## src/rtl/instr_fetch_queue_pkg.sv

```systemverilog
// Shared widths, reset PC and the fetch-entry payload for the instruction fetch queue.
package instr_fetch_queue_pkg;

    localparam int unsigned PC_W    = 8;
    localparam int unsigned INSTR_W = 32;

    localparam logic [PC_W-1:0]    RESET_PC = 8'h00;
    localparam logic [INSTR_W-1:0] NOP      = 32'h0000_0000;

    typedef struct packed {
        logic [INSTR_W-1:0] instr;
        logic [PC_W-1:0]    pc_plus1;
    } fetch_entry_t;

    // Word-addressed increment, wraps modulo 2^PC_W.
    function automatic logic [PC_W-1:0] pc_inc(input logic [PC_W-1:0] pc);
        return pc + PC_W'(1);
    endfunction

endpackage

```

## src/rtl/instr_fetch_queue_fifo.sv

```systemverilog
// Circular buffer of fetch entries with push, pop and single-cycle flush.
module instr_fetch_queue_fifo
    import instr_fetch_queue_pkg::*;
#(
    parameter  int unsigned DEPTH = 4,
    localparam int unsigned PTR_W = $clog2(DEPTH),
    localparam int unsigned CNT_W = PTR_W + 1
) (
    input  logic               clk,
    input  logic               rst,
    input  logic               en_i,
    input  logic               flush_i,
    input  logic               push_i,
    input  fetch_entry_t       push_data_i,
    input  logic               pop_i,
    output fetch_entry_t       head_o,
    output logic [CNT_W-1:0]   count_o
);

    fetch_entry_t     mem_q [DEPTH];
    logic [PTR_W-1:0] head_q, head_d;
    logic [PTR_W-1:0] tail_q, tail_d;
    logic [CNT_W-1:0] count_q, count_d;

    // Pointer and occupancy update; flush wins over push and pop.
    always_comb begin
        head_d  = head_q;
        tail_d  = tail_q;
        count_d = count_q;
        if (flush_i) begin
            head_d  = '0;
            tail_d  = '0;
            count_d = '0;
        end else begin
            if (push_i) tail_d = tail_q + PTR_W'(1);
            if (pop_i)  head_d = head_q + PTR_W'(1);
            count_d = count_q + CNT_W'(push_i) - CNT_W'(pop_i);
        end
    end

    always_ff @(posedge clk) begin
        if (!rst) begin
            head_q  <= '0;
            tail_q  <= '0;
            count_q <= '0;
        end else if (en_i) begin
            head_q  <= head_d;
            tail_q  <= tail_d;
            count_q <= count_d;
        end
    end

    // Storage needs no reset: entries are only visible once counted.
    always_ff @(posedge clk) begin
        if (rst && en_i && push_i && !flush_i) begin
            mem_q[tail_q] <= push_data_i;
        end
    end

    assign head_o  = mem_q[head_q];
    assign count_o = count_q;

endmodule

```

## src/rtl/instr_fetch_queue.sv

```systemverilog
// Fetch engine: owns the fetch PC, issues ROM reads against queue credit and buffers results for decode.
module instr_fetch_queue
    import instr_fetch_queue_pkg::*;
#(
    parameter  int unsigned DEPTH = 4,
    localparam int unsigned CNT_W = $clog2(DEPTH) + 1
) (
    input  logic               clk,
    input  logic               rst,
    input  logic               enable,
    output logic [PC_W-1:0]    imemAddr,
    input  logic [INSTR_W-1:0] imemData,
    input  logic               redirect,
    input  logic [PC_W-1:0]    redirectPC,
    input  logic               deqReady,
    output logic               deqValid,
    output logic [INSTR_W-1:0] deqInstr,
    output logic [PC_W-1:0]    deqPCPlus1,
    output logic [CNT_W-1:0]   count
);

    logic [PC_W-1:0]  fetch_pc_q, fetch_pc_d;
    logic [PC_W-1:0]  last_addr_q, last_addr_d;
    logic [PC_W-1:0]  in_flight_pc_q, in_flight_pc_d;
    logic             in_flight_q, in_flight_d;

    logic             issue_c;
    logic             push_c;
    logic             pop_c;
    logic [CNT_W:0]   occupancy_c;
    logic [CNT_W-1:0] fifo_count;
    fetch_entry_t     head_entry;
    fetch_entry_t     push_entry;

    // Credit counts the in-flight read so a returning word always has a slot.
    assign occupancy_c = {1'b0, fifo_count} + (CNT_W+1)'(in_flight_q);
    assign issue_c     = enable & rst & (redirect | (occupancy_c < (CNT_W+1)'(DEPTH)));

    always_comb begin
        if (!rst)          imemAddr = RESET_PC;
        else if (!enable)  imemAddr = last_addr_q;
        else if (redirect) imemAddr = redirectPC;
        else if (issue_c)  imemAddr = fetch_pc_q;
        else               imemAddr = last_addr_q;
    end

    always_comb begin
        fetch_pc_d     = fetch_pc_q;
        last_addr_d    = last_addr_q;
        in_flight_pc_d = in_flight_pc_q;
        in_flight_d    = 1'b0;
        if (issue_c) begin
            last_addr_d    = imemAddr;
            in_flight_d    = 1'b1;
            in_flight_pc_d = imemAddr;
            fetch_pc_d     = pc_inc(imemAddr);
        end
    end

    always_ff @(posedge clk) begin
        if (!rst) begin
            fetch_pc_q     <= RESET_PC;
            last_addr_q    <= RESET_PC;
            in_flight_pc_q <= RESET_PC;
            in_flight_q    <= 1'b0;
        end else if (enable) begin
            fetch_pc_q     <= fetch_pc_d;
            last_addr_q    <= last_addr_d;
            in_flight_pc_q <= in_flight_pc_d;
            in_flight_q    <= in_flight_d;
        end
    end

    // A redirect in the return cycle drops the returning word along with the queue.
    assign push_c     = rst & in_flight_q & enable & ~redirect;
    assign pop_c      = deqValid & deqReady & enable & ~redirect;
    assign push_entry = '{instr: imemData, pc_plus1: pc_inc(in_flight_pc_q)};

    instr_fetch_queue_fifo #(.DEPTH(DEPTH)) u_fifo (
        .clk         (clk),
        .rst         (rst),
        .en_i        (enable),
        .flush_i     (redirect),
        .push_i      (push_c),
        .push_data_i (push_entry),
        .pop_i       (pop_c),
        .head_o      (head_entry),
        .count_o     (fifo_count)
    );

    assign deqValid   = rst & (fifo_count != '0);
    assign deqInstr   = deqValid ? head_entry.instr : NOP;
    assign deqPCPlus1 = head_entry.pc_plus1;
    assign count      = fifo_count;

endmodule
```

## config.mk

```make
export PLATFORM = sky130hd
export DESIGN_NAME = instr_fetch_queue
export DESIGN_NICKNAME = d
export VERILOG_FILES = /design/src/rtl/instr_fetch_queue_pkg.sv /design/src/rtl/instr_fetch_queue_fifo.sv /design/src/rtl/instr_fetch_queue.sv
export SDC_FILE = /design/constraint.sdc
export NUM_CORES = 1
export LEC_CHECK = 0
export ABC_CLOCK_PERIOD_IN_PS = 3000
export BUFFER_PORTS_ARGS = -buffer_cell sky130_fd_sc_hd__buf_2
export CAP_MARGIN = 20
export CORE_AREA = 2 2 135 150
export DETAILED_ROUTE_END_ITERATION = 8
export DIE_AREA = 0 0 137 152
export HOLD_SLACK_MARGIN = 0.08
export SYNTH_ARGS = -nofsm -noshare
export SYNTH_HDL_FRONTEND = slang
export SYNTH_SLANG_ARGS = --single-unit
export TNS_END_PERCENT = 30
```

## constraint.sdc

```tcl
create_clock -name clk -period 3 [get_ports clk]
set_input_delay 0.6 -clock clk [delete_from_list [all_inputs] [get_ports clk]]
set_output_delay 0.6 -clock clk [all_outputs]
set_load 0.005 [all_outputs]
```

Word-level counts from Yosys, hierarchy flattened
Memories as Yosys holds them, arrays and structs flattened. A register that Yosys moved wholly into a read port is not among the register bits.
Index checks and enable logic that the tools add are counted.
{"block": "op_classes", "bitwise": 11, "reduce_logical": 10, "addsub": 7, "n_mux": 15, "magnitude_cmp": 1}
{"cell": "32-bit two-way mux", "count": 1}
{"cell": "8-bit two-way mux", "count": 4}
{"cell": "8-bit by 1-bit adder with 8-bit output, second input constant", "count": 2}
{"cell": "2-bit two-way mux", "count": 6}
{"cell": "1-bit bitwise AND", "count": 9}
{"cell": "2-bit AND reduction", "count": 3}
{"cell": "2-bit by 1-bit adder with 2-bit output, second input constant", "count": 2}
{"cell": "3-bit by 1-bit adder with 4-bit output", "count": 1}
{"cell": "4-bit by 3-bit less-than comparator with 1-bit output, second input constant", "count": 1}
{"cell": "2-bit nonzero test", "count": 2}
{"cell": "3-bit by 1-bit adder with 3-bit output", "count": 1}
{"cell": "1-bit logical AND", "count": 3}
{"cell": "1-bit two-way mux", "count": 3}
{"cell": "3-bit two-way mux", "count": 1}
{"cell": "3-bit nonzero test", "count": 1}
{"cell": "3-bit by 1-bit subtractor with 3-bit output", "count": 1}
{"cell": "1-bit logical NOT", "count": 1}
{"cell": "1-bit inverter", "count": 1}
{"cell": "1-bit OR", "count": 1}
{"block": "totals", "mem_count": 1, "word_cells": 51, "register_bits": 24, "ram_bits": 160, "in_bits": 45}
{"name": "u_fifo.mem_q", "words": 4, "word_bits": 40, "rd": 1, "rd_ports_with_merged_regs": 1, "write_ports": 1, "line_no": "instr_fetch_queue_fifo.sv:20", "rtl": "fetch_entry_t mem_q [DEPTH];"}

Depth between registers and ports, before layout
{"block": "logic_depth", "word_depth": 9, "ltp_mapped": 12, "mapped_depth_nobuf": 12}

Cells and area by module
A second synthesis with hierarchy kept.
{"block": "unflattened", "cells_unflattened": 438, "area_unflattened_um2": 7712.4}
{"module": "instr_fetch_queue_fifo", "cells_each": 264, "seq_area_each_um2": 4984.8, "instances": 1, "area_per_inst_um2": 6321.1}
{"module": "instr_fetch_queue", "cells_each": 174, "seq_area_each_um2": 340.3, "instances": 1, "area_per_inst_um2": 1391.3}

Worst setup path before layout
Ideal clock, no wire load.
{"block": "synth_timing", "kind": "input-to-reg", "startpoint": "input enable", "endpoint": "memory u_fifo.mem_q[0][0] in the netlist's numbering, enable pin", "setup_time_ns": 0.401, "slack_ns": 0.396, "stages": 5, "path_buffers": 2, "t_arrival_ns": 2.202, "path_cell_list": "buf_4 and2_4 and2b_1 buf_2 and3_1"}
{"block": "synth_between", "elab_chain_cells": 6}
{"item": "start, declared", "line_no": "instr_fetch_queue.sv:10", "rtl": "input logic enable,"}
{"item": "1-bit bitwise AND (2 in a row)", "line_no": "instr_fetch_queue.sv:75", "rtl": "assign push_c = rst & in_flight_q & enable & ~redirect;"}
{"item": "1-bit logical AND (*) (2 in a row)", "line_no": "instr_fetch_queue_fifo.sv:55", "rtl": "if (rst && en_i && push_i && !flush_i) begin"}
{"item": "1-bit two-way mux (*)", "line_no": "instr_fetch_queue_fifo.sv:55"}
{"item": "1-bit two-way mux (not written as such) (*)", "line_no": "instr_fetch_queue_fifo.sv:56", "rtl": "mem_q[tail_q] <= push_data_i;"}
{"item": "end, declared", "line_no": "instr_fetch_queue_fifo.sv:20"}
Every way passes the cells marked *; elsewhere a longest branch is shown, timed or not.

Final worst setup path
{"block": "layout_timing", "startpoint": "register u_fifo.count_q[2] (netlist: u_fifo.count_o[2])", "endpoint": "output imemAddr[5]"}
{"block": "layout_between", "elab_chain_cells": 8}
{"item": "start, declared", "line_no": "instr_fetch_queue_fifo.sv:23", "rtl": "logic [CNT_W-1:0] count_q, count_d;"}
{"item": "start signal, assigned", "line_no": "instr_fetch_queue_fifo.sv:49", "rtl": "count_q <= count_d;"}
{"item": "3-bit by 1-bit adder with 4-bit output", "line_no": "instr_fetch_queue.sv:36", "rtl": "assign occupancy_c = {1'b0, fifo_count} + (CNT_W+1)'(in_flight_q);"}
{"item": "4-bit by 3-bit less-than comparator with 1-bit output", "line_no": "instr_fetch_queue.sv:37", "rtl": "assign issue_c = enable & rst & (redirect | (occupancy_c < (CNT_W+1)'(DEPTH)));"}
{"item": "1-bit OR", "line_no": "instr_fetch_queue.sv:37"}
{"item": "1-bit bitwise AND", "line_no": "instr_fetch_queue.sv:37"}
{"item": "8-bit two-way mux", "line_no": "instr_fetch_queue.sv:43", "rtl": "else if (issue_c) imemAddr = fetch_pc_q;"}
{"item": "8-bit two-way mux", "line_no": "instr_fetch_queue.sv:42", "rtl": "else if (redirect) imemAddr = redirectPC;"}
{"item": "8-bit two-way mux", "line_no": "instr_fetch_queue.sv:41", "rtl": "else if (!enable) imemAddr = last_addr_q;"}
{"item": "8-bit two-way mux", "line_no": "instr_fetch_queue.sv:40", "rtl": "if (!rst) imemAddr = RESET_PC;"}
{"item": "end, declared", "line_no": "instr_fetch_queue.sv:11", "rtl": "output logic [PC_W-1:0] imemAddr,"}
No other way between the ends.

==> flow_metrics.env <==
export IMPL_dr_pass1_iters=4
export IMPL_avgSynthCellArea_um2=17.2
export IMPL_area_delta_synth_final_pct=19.5
export IMPL_fmax_mhz=341
export IMPL_final_hold_violation_count=0
export IMPL_rrSetupSlack_ns=0.37
export IMPL_total_power_mw=5.20
export IMPL_relSlewSlack_pct=69.6
export IMPL_fin_crit_ns=2.93
export IMPL_clkSlewWorstSetupHoldPaths_ns=0.07
export IMPL_critPathRequiredTime_ns=2.40
export IMPL_gr_usage_all_layers_pct=15.5
export IMPL_cts_tree="yes"
export IMPL_rows=54
export IMPL_syn_area_um2=7580
export IMPL_slew_viol_final=0
export IMPL_start_util_pct=39.0
export IMPL_gp_congestion=0.847
export IMPL_drt_wl_total_um=15600
export IMPL_io_buffers=96
export IMPL_insertion_delay_ns=0.42
export IMPL_synth_seq_cells=186
export IMPL_holdWs_ns=0.386
export IMPL_critPathSlowestCell="dfxtp_1"
export IMPL_routed_via_count=4328
export IMPL_crit_type="reg -> out"
export IMPL_grt_pass1_vias=4583
export IMPL_final_nets=606
export IMPL_postRouteAntennaNets=0
export IMPL_fp_dieW_um=137
export IMPL_tightest_slew_ns=0.457
export IMPL_cpLargestDelayFamily="compound AO/OA/AOI/OAI gates"
export IMPL_rsz0062_at_grt="yes"
export IMPL_root_buffer="clkbuf_16"
export IMPL_synth_cell_types=49
export IMPL_numCtsBuffers=17
export IMPL_antenna_cells=0
export IMPL_arrival_ns=2.33
export IMPL_outcome="completed"
export IMPL_antenna_found_initial=1
export IMPL_cp_buffers_inverters=2
export IMPL_ys_seq_area_share_pct=70.2
export IMPL_ys_flop_type="edfxtp_1"
export IMPL_pin_count=97
export IMPL_via_per_inst=5.31
export IMPL_fill_cells=1706
export IMPL_fin_crit_sh_pct=97.6
export IMPL_ctsHoldBuffers=0
export IMPL_setup_viol=0
export IMPL_clockBufferDepth=2
export IMPL_numClockSinks=186
export IMPL_drive_gt1_share_pct=36.8
export IMPL_min_path_type="in -> reg"
export IMPL_power_leakage_nw=3.36
export IMPL_startpoint_type="flop"
export IMPL_drt_initial_drc_count=237
export IMPL_synth_edf_count=160
export IMPL_htreeDepth=4
export IMPL_dp_hpwl_um=10000
export IMPL_remaining_drc_errors=0
export IMPL_critPathMaxStageDelay_ns=0.44
export IMPL_synth_nets=495
export IMPL_grt_pass1_wl_um=24200
export IMPL_syn_inst=440
export IMPL_die_h_um=152
export IMPL_fin_skew_ns=0.00644
export IMPL_powerDensity_nw_per_um2=573
export IMPL_post_route_util_pct=46.6
export IMPL_grt_overflow=0
export IMPL_synth_warnings=0
export IMPL_cp_cell_sequence="ha_2 > o211a_1 > o22ai_4 > buf_4 > a32o_1 > a21oi_1 > nor2_1 > buf_2"
export IMPL_grt_max_degree=41
export IMPL_async_flop_share_pct=0
export IMPL_dieArea_um2=20800
export IMPL_crit_fanout=7
export IMPL_drt_wirelength_per_cell_um=19.1
export IMPL_fin_tns_setup_ns=0
export IMPL_endpoint_kind="primary output"
export IMPL_cap_violations=0
export IMPL_coreArea_um2=19500
export IMPL_ir_drop_mv=0.374
==> Yosys cell counts (2+ instances only) <==
library cell | number | share of area, %
o21ai_0 | 10 | 0.66
nor2_1 | 10 | 0.50
a21oi_2 | 2 | 0.23
and2_1 | 9 | 0.74
a21oi_1 | 9 | 0.59
dfxtp_1 | 26 | 6.9
nand3b_1 | 2 | 0.20
mux4_2 | 40 | 12
xor2_1 | 2 | 0.23
ha_1 | 9 | 1.5
clkbuf_1 | 17 | 0.84
nand3_1 | 16 | 1.1
and3_1 | 39 | 3.2
nand2b_1 | 3 | 0.25
nand2_1 | 14 | 0.69
nor2b_1 | 2 | 0.16
o21ai_1 | 2 | 0.13
edfxtp_1 | 160 | 63
o221ai_1 | 3 | 0.35
inv_1 | 13 | 0.64
xnor2_1 | 8 | 0.92
mux2i_1 | 6 | 0.79
o22ai_1 | 5 | 0.41
buf_2 | 6 | 0.40
a31oi_1 | 3 | 0.25
==> flip-flops by register name, summed over array words and instances (netlist names), named ones only <==
signal,cells
u_fifo.mem_q,160
u_fifo.tail_q,2
u_fifo.head_q,2
u_fifo.count_o,3
fetch_pc_q,8
in_flight_q,1
in_flight_pc_q,8
==> metrics by stage <==
| step | worst slack (ns) | cell area, um2 | std cells |
|---|---|---|---|
| floorplan | 0.396 | 7580 | 440 |
| global placement | 0.291 | 8460 | 781 |
| detailed placement | 0.192 | 8460 | 781 |
| CTS | 0.0137 | 9050 | 815 |
| global route | -0.0420 | 9060 | 815 |
| finish | 0.0712 | 9060 | 815 |
==> layout by cell type, fill, tap and decap left out, types with 3 or more instances in the layout <==
cell,n
and3_2,4
nand2_1,14
buf_2,96
o21ai_0,10
dfxtp_1,23
buf_4,18
nor2_1,10
a21oi_1,9
a31oi_1,3
and3_1,35
xnor2_1,8
clkbuf_16,17
mux4_2,40
clkinv_2,4
and2_1,9
o22ai_1,5
buf_12,4
nand2b_1,3
ha_1,8
mux2i_1,5
nand3_1,16
o221ai_1,3
inv_1,13
edfxtp_1,160
inv_6,3
==> report_power, final <==
group	switching (mW)	internal [mW]	leakage [nW]
Combinational	0.111	0.0730	1.42
Sequential	0.0174	2.83	1.66
Clock	0.935	1.23	0.282
Total	1.06	4.13	3.36
==> final timing paths <==
check,startpoint,to,depth (start not counted)
worst max-delay path,u_fifo.count_o[2],imemAddr[5],8
worst min-delay path,imemData[4],u_fifo.mem_q[0][12],1
worst max register to register,u_fifo.count_o[2],fetch_pc_q[6],12
worst min register to register,fetch_pc_q[3],fetch_pc_q[3],2
==> per-layer routing <==
metal	wire length, um	vias to the layer above	GRT usage (%)
li1	-	1951	-
met1	6370	2219	18.8
met2	7940	121	26.0
met3	901	35	4.47
met4	351	2	5.84
met5	11	-	0
==> logic make-up (layout without fill, tap and decap cells) <==
group | count (synthesis) | in the layout | synth area share, %
multiplexers | 46 | 46 | 12.7
buffers and inverters | 40 | 163 | 2.36
flip-flops | 186 | 186 | 70.2
XOR/XNOR | 10 | 10 | 1.16
AND/OR/NAND/NOR | 104 | 104 | 7.92
adder cells (fa/ha/maj) | 10 | 10 | 1.75
AO/OA/AOI/OAI | 44 | 44 | 3.93
==> final cells by class <==
type	count	area, um2	share of cell area [%]
inverter	14	52.6	0.580
clock buffer	18	429	4.74
tap	252	315	3.48
timing repair buffer	118	696	7.68
multi-input combinational	214	2100	23.2
clock inverter	13	140	1.55
sequential	186	5330	58.8
==> repair_timing <==
| item | 4_1_cts | 5_1_grt |
|---|---|---|
| setup endpoints to repair | 5 | 5 |
| pin swaps | 1 | 0 |
| cloned | 0 | 0 |
| gates resized for setup | 1 | 3 |
| setup buffers | 3 | 0 |
Power figures use the tool's default switching activity.
